===== src/rtl/axi_burst_master.sv =====
// Single-outstanding AXI4 burst master: turns a core read/write request (1-16 beats)
// into AR/R or AW/W/B transactions, reporting completion with done/err.
module axi_burst_master #(
    parameter logic [3:0]  MASTER_ID = 4'd0,
    parameter int unsigned ADDR_W    = 32,
    parameter int unsigned DATA_W    = 32
) (
    input  logic                clk,
    input  logic                rst,
    input  logic                req_valid,
    output logic                req_ready,
    input  logic                req_write,
    input  logic [ADDR_W-1:0]   req_addr,
    input  logic [3:0]          req_len,
    input  logic                wr_valid,
    output logic                wr_ready,
    input  logic [DATA_W-1:0]   wr_data,
    input  logic [DATA_W/8-1:0] wr_strb,
    output logic                rd_valid,
    input  logic                rd_ready,
    output logic [DATA_W-1:0]   rd_data,
    output logic                rd_last,
    output logic                done,
    output logic                err,
    output logic [3:0]          AWID,
    output logic [ADDR_W-1:0]   AWADDR,
    output logic [3:0]          AWLEN,
    output logic [2:0]          AWSIZE,
    output logic [1:0]          AWBURST,
    output logic                AWVALID,
    input  logic                AWREADY,
    output logic [DATA_W-1:0]   WDATA,
    output logic [DATA_W/8-1:0] WSTRB,
    output logic                WLAST,
    output logic                WVALID,
    input  logic                WREADY,
    input  logic [3:0]          BID,
    input  logic [1:0]          BRESP,
    input  logic                BVALID,
    output logic                BREADY,
    output logic [3:0]          ARID,
    output logic [ADDR_W-1:0]   ARADDR,
    output logic [3:0]          ARLEN,
    output logic [2:0]          ARSIZE,
    output logic [1:0]          ARBURST,
    output logic                ARVALID,
    input  logic                ARREADY,
    input  logic [3:0]          RID,
    input  logic [DATA_W-1:0]   RDATA,
    input  logic [1:0]          RRESP,
    input  logic                RLAST,
    input  logic                RVALID,
    output logic                RREADY
);

    typedef enum logic [2:0] {S_IDLE, S_AR, S_R, S_AW, S_W, S_B} state_t;

    state_t              state_q;
    logic [3:0]          cnt_q;
    logic [3:0]          len_q;
    logic [ADDR_W-1:0]   addr_q;
    logic                acc_err_q;
    logic                done_q;
    logic                err_q;

    logic last_beat;
    logic r_hs;
    logic w_hs;
    logic r_beat_err;
    logic b_err;

    assign last_beat  = (cnt_q == len_q);
    assign r_hs       = (state_q == S_R) && RVALID && rd_ready;
    assign w_hs       = (state_q == S_W) && wr_valid && WREADY;
    assign r_beat_err = (RRESP != 2'b00) || (RID != MASTER_ID) || (RLAST != last_beat);
    assign b_err      = (BRESP != 2'b00) || (BID != MASTER_ID);

    // Holding off req_ready during the done cycle spaces back-to-back requests by one idle cycle.
    assign req_ready = rst && (state_q == S_IDLE) && !done_q;

    assign ARID    = MASTER_ID;
    assign ARADDR  = addr_q;
    assign ARLEN   = len_q;
    assign ARSIZE  = 3'b010;
    assign ARBURST = 2'b01;
    assign ARVALID = (state_q == S_AR);

    assign RREADY   = (state_q == S_R) && rd_ready;
    assign rd_valid = (state_q == S_R) && RVALID;
    assign rd_data  = RDATA;
    assign rd_last  = (state_q == S_R) && last_beat;

    assign AWID    = MASTER_ID;
    assign AWADDR  = addr_q;
    assign AWLEN   = len_q;
    assign AWSIZE  = 3'b010;
    assign AWBURST = 2'b01;
    assign AWVALID = (state_q == S_AW);

    assign WVALID   = (state_q == S_W) && wr_valid;
    assign wr_ready = (state_q == S_W) && WREADY;
    assign WDATA    = wr_data;
    assign WSTRB    = wr_strb;
    assign WLAST    = (state_q == S_W) && last_beat;

    assign BREADY = (state_q == S_B);

    assign done = done_q;
    assign err  = err_q;

    always_ff @(posedge clk or negedge rst) begin
        if (!rst) begin
            state_q   <= S_IDLE;
            cnt_q     <= '0;
            len_q     <= '0;
            addr_q    <= '0;
            acc_err_q <= 1'b0;
            done_q    <= 1'b0;
            err_q     <= 1'b0;
        end else begin
            done_q <= 1'b0;
            err_q  <= 1'b0;
            case (state_q)
                S_IDLE: begin
                    if (req_valid && req_ready) begin
                        addr_q    <= req_addr;
                        len_q     <= req_len;
                        cnt_q     <= '0;
                        acc_err_q <= 1'b0;
                        state_q   <= req_write ? S_AW : S_AR;
                    end
                end
                S_AR: if (ARREADY) state_q <= S_R;
                S_R: begin
                    if (r_hs) begin
                        if (last_beat) begin
                            cnt_q   <= '0;
                            state_q <= S_IDLE;
                            done_q  <= 1'b1;
                            err_q   <= acc_err_q || r_beat_err;
                        end else begin
                            cnt_q     <= cnt_q + 4'd1;
                            acc_err_q <= acc_err_q || r_beat_err;
                        end
                    end
                end
                S_AW: if (AWREADY) state_q <= S_W;
                S_W: begin
                    if (w_hs) begin
                        if (last_beat) begin
                            cnt_q   <= '0;
                            state_q <= S_B;
                        end else begin
                            cnt_q <= cnt_q + 4'd1;
                        end
                    end
                end
                S_B: begin
                    if (BVALID) begin
                        state_q <= S_IDLE;
                        done_q  <= 1'b1;
                        err_q   <= b_err || acc_err_q;
                    end
                end
                default: state_q <= S_IDLE;
            endcase
        end
    end

endmodule

===== config.mk =====
export PLATFORM = sky130hd
export DESIGN_NAME = axi_burst_master
export DESIGN_NICKNAME = d
export VERILOG_FILES = /design/src/rtl/axi_burst_master.sv
export SDC_FILE = /design/constraint.sdc
export NUM_CORES = 1
export LEC_CHECK = 0
export BUFFER_PORTS_ARGS = -buffer_cell sky130_fd_sc_hd__buf_4
export CELL_PAD_IN_SITES_DETAIL_PLACEMENT = 0
export CELL_PAD_IN_SITES_GLOBAL_PLACEMENT = 2
export CORE_MARGIN = 2
export CORE_UTILIZATION = 21
export DETAILED_ROUTE_END_ITERATION = 6
export GPL_TIMING_DRIVEN = 0
export PLACE_DENSITY = 0.86
export SLEW_MARGIN = 20
export SYNTH_ARGS = -nofsm -noshare
export SYNTH_HDL_FRONTEND = slang
export SYNTH_SLANG_ARGS = --single-unit

===== constraint.sdc =====
create_clock -name clk -period 4.45 [get_ports clk]
set_input_delay 0.2225 -clock clk [delete_from_list [all_inputs] [get_ports clk]]
set_output_delay 0.2225 -clock clk [all_outputs]
set_load 0.05 [all_outputs]

==> run summary, run 1 <==
Worst EP arrival: 1900 ps
WL per Instance: 12.4 um
combinational cell fraction of total power: 0.720
most frequent cells after synthesis: buf_4, dfrtp_1, mux2_4
Synth Area in Adders: 0.00388
Horiz. Die Dim: 128 um
Avg Inst Size Synth: 11.2 um2
num ports: 298
vias post-DR: 2732
# port buffers: 211
GPL Wtd Cong: 0.812
leak pwr: 2.87 nW
WL met3: 779 um
peak supply drop: 362 uV
RSZ-0062 raised after global routing: no
Post-synth EDFFs: 0
sequential share of power: 0.190
Sw Pwr: 2.28 mW
final cell count without fillers: 711
clock latency on the worst-skew pair: 290 ps
Hold Fails Final Rpt: 0
pin slew with the least headroom to its limit: 625 ps
critical path peak fanout: 8
most frequent cell after synthesis: buf_4
initial core utilization: 0.214
drt pass-1 iters: 6
min-delay worst type: in2reg
die height: 128 um
gr ovfl total: 0
WP data required: 4230 ps
clk_skew: 4.67 ps
Slew Viols, Final: 0
n_diodes: 0
Resized Gates After CTS: 0
asr flop ratio synth: 1.00
period utilization: 0.478
status: complete, no violations
Post-DP HPWL: 7300 um
DR DRC count: 0
metal2 WL: 4660 um
core area: 15100 um2
CTS tree: done
Simple-Gate Fraction of Synth Area: 0.0947
Final nets: 651
Synth Area in Compound Gates: 0.0462
Fmax: 471 MHz
Synth Warn #: 0
R2R Setup Slk: 2660 ps
number of H-tree levels: 2
Vias/cell: 3.84
DP Cell Count: 702
Routed WL: 8810 um
Fillers: 1542
CTS buffer count: 5
largest net degree at the start of global routing: 49
final setup violation count: 0
Sink Count: 46
vias in the first global route: 2522
pwr dens: 813 nW/um2
Final ANT Viol Nets: 0
mux cell area share after synthesis: 0.167
share of the synthesized area in the top cell type: 0.357
first-pass GRT wire length: 12900 um
Synth cell types: 45
Synth Flop Type: dfrtp_1
CTS max path bufs: 2
Sw Share: 0.532
share of layout cells above drive strength 1: 0.751
Rel. slew slack: 0.584
clock root buffer: clkbuf_16
#FFs+latches synth: 46
Tot Pwr: 4.28 mW
WS Path Type: reg2out
Worst Setup End Kind: output pin
initial antenna violation count: 0
GR Util All Layers: 0.0999
Syn-to-layout area delta: 63.3%
maxcap violations: 0
Clk pwr share: 0.090
min Tclk post-route: 2130 ps
met1 WL: 3250 um
Area contributors post-synth: dfrtp_1, buf_4, mux2_4
sequential area share after synthesis: 0.357
Sum Neg Setup Slack: 0 ps
Pint: 2.00 mW
Die ar.: 16400 um2
largest family of logic cells by synthesized area: buffers and inverters
Top Metal Used: met4
synthesized area: 3220 um2
Post-Synth XOR/XNOR Area: 0.0109
post-synthesis cell type with the largest combined area: dfrtp_1
Post-Syn Instances: 287
row cnt: 45
Clock transition at path regs: 60 ps
crit path launch type: register
DR iter-0 viols: 58
-- power by group through the flow --
| stage | clock network, mW | registers [mW] | logic [mW] |
|---|---|---|---|
| 2_1_floorplan | 0 | 1.36 | 1.72 |
| 3_3_place_gp | 0 | 0.820 | 3.08 |
| 3_5_place_dp | 0 | 0.827 | 3.10 |
| 4_1_cts | 0.402 | 0.821 | 3.10 |
| 5_1_grt | 0.419 | 0.848 | 3.21 |
| 6_report | 0.384 | 0.813 | 3.08 |
-- stage by stage --
stage	util	area [um2]	hold slack [ps]	worst slack [ps]
global placement	0.338	5100	282	2580
CTS	0.349	5270	155	2290
detailed placement	0.338	5100	292	2550
floorplan	-	3280	-73.1	2010
finish	0.349	5270	163	2320
global route	0.349	5270	147	2120
-- worst max-delay path, stage by stage, from the launching register on --
cell	delay, ps
dfrtp_1	440
xnor2_1	220
nand4_1	360
nor3_1	350
buf_4	250
-- area by class of cell --
class,instances,area (um2),area share
Tap cell,188,235,0.0447
Buffer,129,1010,0.192
Inverter,4,15.0,0.00285
Clock inverter,2,12.5,0.00238
Timing Repair Buffer,212,1590,0.303
Sequential cell,46,1150,0.219
Multi-Input combinational cell,124,1110,0.211
Clock buffer,6,139,0.0264
-- layer usage --
| metal | vias up | global-route usage |
|---|---|---|
| li1 | 1301 | - |
| met1 | 1262 | 0.111 |
| met2 | 162 | 0.185 |
| met3 | 7 | 0.0259 |
| met4 | 0 | 0.0330 |
| met5 | - | 0 |
-- state kept, by name, indices dropped and copies added (netlist names) --
name       flops
err            1
cnt_q          4
state_q        3
ARADDR        32
acc_err_q      1
done           1
ARLEN          4
-- cell usage in the layout, fill, tap and decap left out, types with 2 or more instances in the layout --
cell type and n:
xnor2_1 4, buf_6 2, buf_12 3, and3_1 3, mux2_2 7, mux2_4 30, conb_1 18, o211ai_1 3
and3_2 2, nor3b_1 2, nor4_1 2, o221a_2 2, nand3_1 3, a21oi_1 3, buf_4 334, a31oi_1 2
and4_1 2, nand2b_1 2, nand4b_1 2, nand2_1 8, clkbuf_16 5, nor3_1 4, inv_1 3, o2bb2ai_1 2
nor2_1 5, dfrtp_1 46
-- repair_timing --
item                                    4_1_cts  5_1_grt
endpoints found under the setup margin        0        0
hold buffers                                  1        0
endpoints found under the hold margin        46        0
buffers inserted                              0        0
-- worst paths after layout --
path | from | end | cells after the start
max | ARLEN[2] | WLAST | 4
min | req_addr[22] | ARADDR[22] | 2
max reg2reg | ARLEN[2] | cnt_q[2] | 4
min reg2reg | ARADDR[13] | ARADDR[13] | 1
max in group asynchronous | rst | ARLEN[2] | 2
min in group asynchronous | rst | ARADDR[9] | 2
-- logic make-up after synthesis --
family | count (synthesis)
buffers and inverters | 133
DFF | 46
and+or+nand+nor | 44
muxes | 38
AOI/OAI and AO/OA | 19
xor gates and xnor gates | 4
other | 2
adders and majority gates | 1
Power figures use the tool's default switching activity.
==> inputs of run 2 (changes only) <==
--- a/config.mk
+++ b/config.mk
@@ -5,14 +5,15 @@
 export SDC_FILE = /design/constraint.sdc
 export NUM_CORES = 1
 export LEC_CHECK = 0
+export ABC_AREA = 1
 export BUFFER_PORTS_ARGS = -buffer_cell sky130_fd_sc_hd__buf_4
 export CELL_PAD_IN_SITES_DETAIL_PLACEMENT = 0
 export CELL_PAD_IN_SITES_GLOBAL_PLACEMENT = 2
 export CORE_MARGIN = 2
-export CORE_UTILIZATION = 21
+export CORE_UTILIZATION = 17
 export DETAILED_ROUTE_END_ITERATION = 6
 export GPL_TIMING_DRIVEN = 0
-export PLACE_DENSITY = 0.86
+export PLACE_DENSITY = 0.8
 export SLEW_MARGIN = 20
 export SYNTH_ARGS = -nofsm -noshare
 export SYNTH_HDL_FRONTEND = slang
==> constraint.sdc (replaced) <==
create_clock -name clk -period 2.1 [get_ports clk]
set_input_delay 0.105 -clock clk [delete_from_list [all_inputs] [get_ports clk]]
set_output_delay 0.105 -clock clk [all_outputs]
set_load 0.05 [all_outputs]
==> run 2 against run 1 <==
Cell area grew 0.29%. Register-to-register slack lost 2300 ps. Critical path depth up 1. Sequential power grew 97%.
==> run summary, run 2 <==
status: complete, no violations
GPL Wtd Cong: 0.688 (-15%)
drt pass-1 iters: 5 (-1)
largest net degree at the start of global routing: 47 (-4.1%)
Final nets: 771 (+18%)
sequential area share after synthesis: 0.370 (+0.0128)
met2 GRT Util: 0.162 (-0.0232)
number of H-tree levels: 2 (unchanged)
Avg Inst Size Synth: 7.67 um2 (-32%)
most frequent cells in the layout: buf_4, nand2_1, dfrtp_1
Sum Neg Setup Slack: 0 ps (unchanged)
synthesized area: 3110 um2 (-3.5%)
core area: 18000 um2 (+19%)
RSZ-0062 raised after global routing: no
Routed WL: 9870 um (+12%)
CTS tree: done
Synth Flop Type: dfrtp_1
pwr dens: 1560 nW/um2 (+92%)
Final ANT Viol Nets: 0 (unchanged)
n_diodes: 0 (unchanged)
Worst EP arrival: 1820 ps (-80 ps)
Syn-to-layout area delta: 69.6%
Worst Setup End Kind: output pin
Resized Gates After CTS: 0 (unchanged)
clock root buffer: clkbuf_16
Post-DP HPWL: 8180 um (+12%)
period utilization: 0.916
Post-Route Utilization: 0.294 (-0.0550)
Tot Pwr: 8.23 mW (+92%)
# port buffers: 210 (-0.47%)
share of layout cells above drive strength 1: 0.554 (-0.198)
Critical path origin: state_q[2]
final setup violation count: 0 (unchanged)
clock latency on the worst-skew pair: 290 ps (about the same)
Pint: 3.77 mW (+88%)
vias post-DR: 3130 (+15%)
Sw Pwr: 4.46 mW (+96%)
Post-Syn Instances: 406 (+41%)
most frequent cells after synthesis: buf_4, nand2_1, dfrtp_1
Fmax: 520 MHz
Area contributors post-synth: dfrtp_1, buf_4, nand2_1
clk_skew: 6.74 ps (+2.07 ps)
WS Path Type: reg2out
Synth cell types: 25 (-44%)
leak pwr: 3.06 nW (+6.9%)
WL per Instance: 11.3 um (-8.7%)
leading cell type in the layout, fill and taps excluded: buf_4
CTS buffer count: 5 (unchanged)
Clk pwr share: 0.127 (+0.037)
peak supply drop: 913 uV (+150%)
share of the synthesized area in the top cell type: 0.370 (+0.0128)
met1 GRT Util: 0.124 (+0.0135)
DR iter-0 viols: 85 (+47%)
Clock transition at path regs: 60 ps (about the same)
Die ar.: 19400 um2 (+19%)
combinational cell fraction of total power: 0.678 (-0.042)
CTS max path bufs: 2 (unchanged)
Post-synth EDFFs: 0 (unchanged)
asr flop ratio synth: 1.00 (unchanged)
Largest register FFs: 32 (unchanged)
Sw Share: 0.542 (+0.0101)
critical path peak fanout: 10 (+2)
first-pass GRT wire length: 15000 um (+16%)
DR DRC count: 0 (unchanged)
vias in the first global route: 2866 (+14%)
gr busiest metal: met2
min-delay worst type: in2reg
Area after DPL: 5040 um2 (-1.3%)
crit path launch type: register
num ports: 298 (unchanged)
most frequent cell after synthesis: buf_4
die height: 139 um (+8.9%)
Slew Viols, Final: 0 (unchanged)
maxcap violations: 0 (unchanged)
Synth Warn #: 0 (unchanged)
met3 usage: 0.0165 (-0.00936)
Sink Count: 46 (unchanged)
min Tclk post-route: 1920 ps
initial core utilization: 0.173 (-0.0404)
R2R Path Start: state_q[2]
Hold Crit Start: req_addr[6]
sequential share of power: 0.195 (+0.005)
GR Util All Layers: 0.0955 (-0.00442)
Hold Fails Final Rpt: 0 (unchanged)
gr ovfl total: 0 (unchanged)
hold slack final: 47.3 ps (-116 ps)
WP data required: 2000 ps (-2230 ps)
post-synthesis cell type with the largest combined area: dfrtp_1
Vias/cell: 3.59 (-6.6%)
#FFs+latches synth: 46 (unchanged)
initial antenna violation count: 0 (unchanged)
final instance area: 5280 um2 (+0.29%)
Horiz. Die Dim: 139 um (+8.9%)
row cnt: 49 (+8.9%)
==> run 2: changes by cell type in the layout (fill, tap and decap cells not counted), sizes merged, moves of 4 or more <==
cell	previous run	this run
nor2	6	22
nand3	3	41
xnor2	4	0
mux2	37	0
and3	5	1
nand2	9	109
inv	3	28
o21ai	1	7
==> run 2: per-layer routing <==
layer  vias up  wire length [um]
li1       1582                 -
met1      1375              4070
met2       166              4810
met3         7               868
met4         0               121
met5         -                 0
==> run 2: path summary, 6_finish.rpt <==
check / slack [ps] / cells past startpoint / end
hold reg to reg: 500 / 2 / ARADDR[0]
min in group asynchronous: 390 / 3 / ARADDR[23]
setup / recovery: 180 / 5 / req_ready
setup reg to reg: 330 / 8 / ARLEN[3]
hold / removal: 50 / 3 / ARADDR[6]
max in group asynchronous: 1490 / 3 / ARADDR[18]
==> run 2: per-stage QoR <==
stage          instances  setup slack [ps]
6_report             872               176
5_1_grt              872              24.8
4_1_cts              872              94.1
3_5_place_dp         861               129
3_3_place_gp         861               136
2_1_floorplan        422              26.6
==> run 2: cell families (layout without fill, tap and decap cells) <==
kind of cell               Yosys count  count (layout)  synth area share
xor gates and xnor gates             2               2           0.00563
AOI/OAI and AO/OA                   15              15            0.0269
adders and majority gates            1               1           0.00402
buffers and inverters              161             382             0.344
and+or+nand+nor                    179             179             0.247
DFF                                 46              46             0.370
other                                2              18           0.00241
==> run 2: repair_timing <==
item | CTS | global route
hold buffers | 2 | 0
hold endpoints to repair | 46 | 0
endpoints found under the setup margin | 1 | 0
setup buffers | 1 | 0
==> run 2: power groups by stage <==
| stage | Clock (mW) | Sequential, mW | Combinational (mW) |
|---|---|---|---|
| 2_1_floorplan | 0 | 2.67 | 2.97 |
| 3_3_place_gp | 0 | 1.62 | 5.61 |
| 3_5_place_dp | 0 | 1.63 | 5.62 |
| 4_1_cts | 1.09 | 1.62 | 5.65 |
| 5_1_grt | 1.13 | 1.68 | 5.89 |
| 6_report | 1.05 | 1.60 | 5.58 |
==> run 2: final cells by class <==
type | instances | area [um2]
plain buffers | 133 | 966
flip-flops and latches | 46 | 1150
well taps | 229 | 287
fillers | 1960 | 12700
multi-input cells | 215 | 951
inverters | 28 | 105
clock inverters | 2 | 60.1
repair buffers | 213 | 1620
clock buffers | 6 | 139
==> run 2: critical path, stage by stage, from the launching register on <==
cell and delay, ps:
dfrtp_1 460, nor2_4 200, nand2_1 140, nor3_4 230
buf_2 260, buf_4 240
